`src/rtl/log_pkg.sv`:
```
// Shared definitions for the logarithm engine.
//   - FSM state encoding
//   - default iteration count and guard-bit width
//   - fixed-point range limits for the 2.16 input format
package log_pkg;

    typedef enum logic [1:0] {
        ST_IDLE = 2'd0,
        ST_CALC = 2'd1,
        ST_FIN  = 2'd2,
        ST_DONE = 2'd3
    } state_t;

    localparam int ITER_DEF  = 20;
    localparam int GUARD_DEF = 4;

    // e truncated to 2.16, and 1.0 in 2.16
    localparam logic [17:0] E_LIMIT = 18'h2B7E1;
    localparam logic [17:0] ONE_FIX = 18'h10000;

endpackage

```
`src/rtl/logarithm_if.sv`:
```
// Request/result bundle of the logarithm engine.
//   start      : request, level-sampled while the engine is idle
//   int_part   : 2 integer bits of the operand
//   frac_part  : 16 fraction bits of the operand
//   done       : result valid, held while the engine sits in DONE
//   err        : operand out of [1.0, e], valid with done
//   y          : ln(operand) as unsigned Q0.16
interface logarithm_if;
    logic        start;
    logic [1:0]  int_part;
    logic [15:0] frac_part;
    logic        done;
    logic        err;
    logic [15:0] y;

    modport master (output start, output int_part, output frac_part,
                    input  done,  input  err,      input  y);
    modport slave  (input  start, input  int_part, input  frac_part,
                    output done,  output err,      output y);
endinterface

```
`src/rtl/log_const_rom.sv`:
```
// Combinational table of ln(1 + 2^-k), k = 0..31.
//   k     : iteration index
//   lntab : round(ln(1+2^-k) * 2^(16+GUARD)), format 1.(16+GUARD)
// The table is held at 20 fraction bits and rescaled for other GUARD values.
module log_const_rom #(
    parameter int GUARD = 4
) (
    input  logic [4:0]        k,
    output logic [16+GUARD:0] lntab
);

    logic [20:0] raw_s;

    // Table lookup; entries from k = 21 upward round to zero at 20 fraction bits
    always_comb begin
        raw_s = 21'h000000;
        case (k)
            5'd0:    raw_s = 21'h0B1721;
            5'd1:    raw_s = 21'h067CC9;
            5'd2:    raw_s = 21'h0391FF;
            5'd3:    raw_s = 21'h01E270;
            5'd4:    raw_s = 21'h00F852;
            5'd5:    raw_s = 21'h007E0A;
            5'd6:    raw_s = 21'h003F81;
            5'd7:    raw_s = 21'h001FE0;
            5'd8:    raw_s = 21'h000FF8;
            5'd9:    raw_s = 21'h0007FE;
            5'd10:   raw_s = 21'h000400;
            5'd11:   raw_s = 21'h000200;
            5'd12:   raw_s = 21'h000100;
            5'd13:   raw_s = 21'h000080;
            5'd14:   raw_s = 21'h000040;
            5'd15:   raw_s = 21'h000020;
            5'd16:   raw_s = 21'h000010;
            5'd17:   raw_s = 21'h000008;
            5'd18:   raw_s = 21'h000004;
            5'd19:   raw_s = 21'h000002;
            5'd20:   raw_s = 21'h000001;
            default: raw_s = 21'h000000;
        endcase
    end

    if (GUARD == 4) begin : g_exact
        assign lntab = raw_s;
    end else if (GUARD > 4) begin : g_widen
        assign lntab = {raw_s, {(GUARD-4){1'b0}}};
    end else begin : g_narrow
        assign lntab = raw_s[20:4-GUARD];
    end

endmodule

```
`src/rtl/logarithm.sv`:
```
// Iterative natural logarithm by shift-add multiplicative normalisation.
// Greedily builds p = prod(1+2^-k) <= yin while summing ln(1+2^-k) into acc,
// one k per clock, then rounds acc to Q0.16.
//   clk, rst : rising-edge clock, asynchronous active-high reset
//   bus      : logarithm_if.slave (start/int_part/frac_part in, done/err/y out)
module logarithm
    import log_pkg::*;
#(
    parameter int ITER  = ITER_DEF,
    parameter int GUARD = GUARD_DEF
) (
    input  logic       clk,
    input  logic       rst,
    logarithm_if.slave bus
);

    localparam int            FW     = 16 + GUARD;
    localparam logic [FW+1:0] ONE_P  = {2'b01, {FW{1'b0}}};
    localparam logic [5:0]    ITER_K = 6'(ITER);

    state_t        state_r;
    logic [17:0]   yin_r;
    logic [FW+1:0] p_r;     // 2.FW running product
    logic [FW:0]   acc_r;   // 1.FW running log sum
    logic [5:0]    k_r;
    logic          done_r;
    logic          err_r;
    logic [15:0]   y_r;

    logic [FW+2:0] t_s;
    logic [FW+2:0] yin_ext_s;
    logic [FW:0]   lntab_s;
    logic [16:0]   q_s;
    logic [15:0]   q_sat_s;

    log_const_rom #(.GUARD(GUARD)) u_rom (
        .k     (k_r[4:0]),
        .lntab (lntab_s)
    );

    // Trial product, aligned operand, and rounded/saturated result
    always_comb begin
        // t can reach just under 8, so it gets one bit more than p
        t_s       = {1'b0, p_r} + ({1'b0, p_r} >> k_r);
        yin_ext_s = '0;
        yin_ext_s[FW+1:GUARD] = yin_r;
        // round-half-up on the highest guard bit
        q_s = acc_r[FW:GUARD] + {16'b0, acc_r[GUARD-1]};
        if (q_s[16]) begin
            q_sat_s = 16'hFFFF;
        end else begin
            q_sat_s = q_s[15:0];
        end
    end

    // Control FSM with datapath registers and registered outputs
    always_ff @(posedge clk or posedge rst) begin
        if (rst) begin
            state_r <= ST_IDLE;
            yin_r   <= 18'h00000;
            p_r     <= '0;
            acc_r   <= '0;
            k_r     <= 6'd0;
            done_r  <= 1'b0;
            err_r   <= 1'b0;
            y_r     <= 16'h0000;
        end else begin
            case (state_r)
                ST_IDLE: begin
                    if (bus.start) begin
                        yin_r   <= {bus.int_part, bus.frac_part};
                        p_r     <= ONE_P;
                        acc_r   <= '0;
                        k_r     <= 6'd0;
                        y_r     <= 16'h0000;
                        err_r   <= 1'b0;
                        state_r <= ST_CALC;
                    end
                end
                ST_CALC: begin
                    // k == ITER is a turnaround cycle that hands off to FIN
                    if (k_r == ITER_K) begin
                        state_r <= ST_FIN;
                    end else begin
                        if (t_s <= yin_ext_s) begin
                            p_r   <= t_s[FW+1:0];
                            acc_r <= acc_r + lntab_s;
                        end
                        k_r <= k_r + 6'd1;
                    end
                end
                ST_FIN: begin
                    if (yin_r < ONE_FIX) begin
                        y_r   <= 16'h0000;
                        err_r <= 1'b1;
                    end else if (yin_r > E_LIMIT) begin
                        y_r   <= 16'hFFFF;
                        err_r <= 1'b1;
                    end else begin
                        y_r   <= q_sat_s;
                        err_r <= 1'b0;
                    end
                    done_r  <= 1'b1;
                    state_r <= ST_DONE;
                end
                ST_DONE: begin
                    // a held start must not retrigger
                    if (!bus.start) begin
                        done_r  <= 1'b0;
                        state_r <= ST_IDLE;
                    end
                end
                default: begin
                    done_r  <= 1'b0;
                    state_r <= ST_IDLE;
                end
            endcase
        end
    end

    assign bus.done = done_r;
    assign bus.err  = err_r;
    assign bus.y    = y_r;

endmodule

```
`src/flat_wrapper.sv`:
```
// flat-port wrapper written by rule: the top's interface ports become plain ports
module logarithm_flat import log_pkg::*;
#(
    parameter int ITER  = ITER_DEF,
    parameter int GUARD = GUARD_DEF
)
  (clk, rst, bus_start, bus_int_part, bus_frac_part, bus_done, bus_err, bus_y);
  logarithm_if bus_i ();
  input  logic clk;
  input  logic rst;
  input wire logic [$bits(bus_i.start)-1:0] bus_start;
  input wire logic [$bits(bus_i.int_part)-1:0] bus_int_part;
  input wire logic [$bits(bus_i.frac_part)-1:0] bus_frac_part;
  output wire logic [$bits(bus_i.done)-1:0] bus_done;
  output wire logic [$bits(bus_i.err)-1:0] bus_err;
  output wire logic [$bits(bus_i.y)-1:0] bus_y;
  assign bus_i.start = bus_start;
  assign bus_i.int_part = bus_int_part;
  assign bus_i.frac_part = bus_frac_part;
  assign bus_done = bus_i.done;
  assign bus_err = bus_i.err;
  assign bus_y = bus_i.y;
  logarithm #(.ITER(ITER), .GUARD(GUARD)) u_core (.clk(clk), .rst(rst), .bus(bus_i));
endmodule
```
`config.mk`:
```
export PLATFORM = sky130hd
export DESIGN_NAME = logarithm_flat
export DESIGN_NICKNAME = d
export VERILOG_FILES = /design/src/rtl/log_pkg.sv /design/src/rtl/logarithm_if.sv /design/src/rtl/log_const_rom.sv /design/src/rtl/logarithm.sv /design/src/flat_wrapper.sv
export SDC_FILE = /design/constraint.sdc
export NUM_CORES = 1
export LEC_CHECK = 0
export CAP_MARGIN = 15
export CORE_AREA = 2 2 136 138
export DETAILED_ROUTE_END_ITERATION = 10
export DIE_AREA = 0 0 138 140
export PLACE_DENSITY_LB_ADDON = 0.1
export SLEW_MARGIN = 20
export SYNTH_ARGS = -nofsm -noshare
export SYNTH_HDL_FRONTEND = slang
export SYNTH_HIERARCHICAL = 1
export SYNTH_SLANG_ARGS = --single-unit
```
`constraint.sdc`:
```
create_clock -name clk -period 10.58 [get_ports clk]
set_input_delay 2.116 -clock clk [delete_from_list [all_inputs] [get_ports clk]]
set_output_delay 2.116 -clock clk [all_outputs]
set_load 0.01 [all_outputs]
```
==> results.py <==
metrics = {
    "run_status": {
        "status": "completed",
    },
    "clock_tree": {
        "cts_sinks": 87,
        "cts_hold_buf": 0,
        "cts_buffers": 9,
        "h-tree-depth": 3,
        "post-cts-setup-buffers": 0,
        "cts_buffer_depth": 2,
        "cts_tree": "yes",
        "clk_latency_ns": 0.35,
        "cts_resized": 0,
        "cts-root-buf": "clkbuf_16",
        "clk_pin_slew_ns": 0.07,
    },
    "timing": {
        "achievable-frequency_ghz": 0.146,
        "hold_ws_ns": 0.500,
        "layout_min_cycle_time_ns": 6.84,
        "fin_setup_tns_ns": 0,
        "hold_viol_final": 0,
        "slew_headroom_pct": 29.7,
        "skew_ns": 0.00849,
        "drv_slew": 0,
        "rsz0062_at_grt": "false",
        "worst_pin_slew_ns": 1.05,
        "min_period_over_period_pct": 64.7,
        "fin_ws_ns": 3.74,
        "finalSetupViolCount": 0,
    },
    "route": {
        "dr.first_iter.drc_count": 467,
        "dr.pass1.iters": 5,
        "drtAntennaViolNets": 0,
        "routed_wl_mm": 20.5,
        "remaining_drc_errors": 0,
        "vias": 6782,
        "routed_via_density": 5.81,
        "wl_per_cell_um": 17.6,
    },
    "floorplanning": {
        "die_h_um": 140,
        "core-area_um2": 17800,
        "rows": 49,
        "io_pins": 39,
        "die_width_um": 138,
        "floorplan.initialDensity_pct": 44.4,
        "dieArea_um2": 19300,
    },
    "yosys": {
        "synth_edf_count": 0,
        "seq_area_frac_synth_pct": 27.6,
        "synth_top_area_share_pct": 27.6,
        "synthMostInstantiatedCell": "dfrtp_1",
        "synthFlopType": "dfrtp_1",
        "ys_seq_elements": 87,
        "async_reset_ff_share_pct": 100,
        "avgSynthCellArea_um2": 8.62,
        "synth_nets": 1014,
        "yosys_warnings": 6,
        "yosys.area.top_type": "dfrtp_1",
        "netlist_area_um2": 7890,
        "synth.area.top_cells": "dfrtp_1 (28%), ha_1 (12%), inv_1 (4.1%), a21oi_1 (4.1%), xnor2_1 (4.0%)",
        "synth_common_cells": "dfrtp_1 (87), inv_1 (86), ha_1 (76), nor2_1 (69), a21oi_1 (64)",
        "ys_types": 71,
        "syn_inst": 915,
    },
    "min_path": {
        "hold_path.class": "reg2reg",
        "hold_depth": 1,
    },
    "worst_setup_path": {
        "path_common_cell": "a21oi_1",
        "required_ns": 10.82,
        "critPathMaxStageDelay_ns": 0.58,
        "endpoint_kind": "flip-flop",
        "crit_type": "reg2reg",
        "worst-path-stages": 25,
        "reg2reg_depth": 25,
        "crit_path_max_fanout": 44,
        "start_kind": "flip-flop",
        "cp.arrival_ns": 7.08,
        "slowest_stage": "mux4_2",
        "crit_buf_inv": 3,
        "r2r_slack_ns": 3.74,
        "critPathTopFamily": "compound AO/OA/AOI/OAI gates",
    },
    "placement": {
        "dp_hpwl_mm": 15.4,
        "dp_cells": 1152,
        "gp_congestion": 0.895,
        "port_buffers": 38,
        "place_ws_ns": 3.82,
    },
    "global_route": {
        "grt_pass1_vias": 6613,
        "grt_max_degree": 66,
        "grt_pass1_wl_mm": 33.9,
        "antenna_found_initial": 0,
        "grt_use_total_pct": 21.6,
        "grt_overflow": 0,
    },
    "finish": {
        "fin_nets": 1033,
        "n_antenna_cell": 0,
        "drive_gt1_share_pct": 8.09,
        "multi_input_area_um2": 5190,
        "area.sequential_um2": 2180,
        "stdcell_count": 1168,
        "area_delta_synth_final_pct": 11.1,
        "fill_cells": 1781,
    },
    "pwr": {
        "leakage_nw": 3.99,
        "power.density_nw_per_um2": 362,
        "ir_drop_uv": 239,
    },
    "job": {
        "max_cap_violations": 0,
    },
}
==> metrics by stage <==
| stage | utilization, % | power [mW] | area (µm²) |
|---|---|---|---|
| 5_1_grt | 49.3 | 3.47 | 8760 |
| 3_5_place_dp | 47.5 | 2.82 | 8440 |
| 4_1_cts | 49.3 | 3.19 | 8760 |
| 6_report | 49.3 | 3.18 | 8760 |
| 3_3_place_gp | 47.5 | 2.81 | 8440 |
| 2_1_floorplan | - | 2.29 | 7890 |
==> power by group <==
group          leakage (nW)  total [mW]  internal, mW  switching, mW
clock network         0.155       0.357         0.209          0.148
registers              1.13       0.569         0.451          0.118
logic                  2.70        2.25         0.936           1.31
total                  3.99        3.18          1.60           1.58
==> area by class of cell <==
type	instances	area share (%)
multi-input cells	701	59.2
inverters	86	3.70
repair buffers	49	5.28
clock buffers	10	2.61
well taps	229	3.27
clock inverters	6	1.06
flip-flops and latches	87	24.8
==> cells by family (layout without fill, tap and decap cells) <==
group                      Yosys count  after routing  share of synthesized area (%)
AOI/OAI and AO/OA                  263            263                           22.9
xor gates and xnor gates            49             49                           5.44
adders and majority gates           78             78                           12.6
buffers and inverters              127            151                           6.63
DFF                                 87             87                           27.6
muxes                               54             54                           8.66
other                                1              1                         0.0475
and+or+nand+nor                    256            256                           16.1
==> path summary, 6_finish.rpt <==
kind                             startpoint               end
setup / recovery              u_core/k_r[0]  u_core/acc_r[20]
hold / removal             u_core/bus.y[15]  u_core/bus.y[15]
setup reg to reg              u_core/k_r[0]  u_core/acc_r[20]
hold reg to reg            u_core/bus.y[15]  u_core/bus.y[15]
max in group asynchronous               rst   u_core/acc_r[5]
min in group asynchronous               rst   u_core/yin_r[8]
==> cell usage in the layout (no fill, tap or decap), types with 6 or more instances in the layout <==
| cell type | netlist | layout |
|---|---|---|
| or3_1 | 8 | 8 |
| nand2b_1 | 13 | 13 |
| nor2_1 | 69 | 69 |
| mux2_2 | 23 | 23 |
| nand3_1 | 37 | 37 |
| nor4_1 | 9 | 9 |
| a211oi_1 | 7 | 7 |
| clkbuf_16 | 0 | 9 |
| o21ai_1 | 6 | 6 |
| ha_1 | 76 | 76 |
| xnor2_1 | 36 | 36 |
| mux2i_1 | 21 | 21 |
| o21ai_0 | 61 | 61 |
| inv_1 | 86 | 85 |
| nand2_1 | 59 | 59 |
| a22o_1 | 17 | 17 |
| a31oi_1 | 9 | 9 |
| and3_1 | 9 | 9 |
| buf_4 | 3 | 11 |
| nor2b_1 | 10 | 10 |
| a21o_1 | 9 | 9 |
| o211ai_1 | 8 | 8 |
| a21oi_1 | 64 | 63 |
| o22ai_1 | 9 | 9 |
| o21a_1 | 14 | 14 |
| nand4_1 | 13 | 13 |
| o22a_1 | 6 | 6 |
| mux4_2 | 9 | 9 |
| xor2_1 | 13 | 13 |
| dfrtp_1 | 87 | 87 |
| clkdlybuf4s50_1 | 0 | 38 |
==> state kept, by name, indices dropped and copies added (netlist names) <==
signal / cells
u_core/p_r: 22
u_core/bus.err: 1
u_core/k_r: 6
u_core/bus.done: 1
u_core/state_r: 2
u_core/yin_r: 18
u_core/bus.y: 16
u_core/acc_r: 21
==> worst register-to-register path: stages (launching register included) <==
cell and delay (ns):
dfrtp_1 0.36, buf_4 0.25, inv_1 0.46, mux4_2 0.59
o21a_1 0.21, o22a_1 0.20, nor2_1 0.11, ha_1 0.29
a21oi_1 0.19, a21oi_1 0.19, o31a_1 0.31, o2111ai_1 0.27
a21oi_1 0.16, o31a_1 0.27, or3_1 0.33, and2_1 0.20
ha_1 0.19, a21o_1 0.17, a211oi_1 0.29, o221ai_1 0.17
o211ai_1 0.29, nand3b_1 0.17, o31ai_4 0.21, buf_4 0.44
nor2_1 0.09, a311o_1 0.32
==> routing by layer <==
| metal | track usage, % | vias to the layer above | share of wire [%] | wire length [µm] |
|---|---|---|---|---|
| met5 | 0 | - | 0 | 0 |
| met4 | 9.51 | 0 | 3.7 | 750 |
| met3 | 3.08 | 38 | 3.3 | 669 |
| met2 | 36.9 | 131 | 49 | 9990 |
| met1 | 27.3 | 3261 | 44 | 9110 |
| li1 | - | 3352 | - | - |
Power figures use the tool's default switching activity.
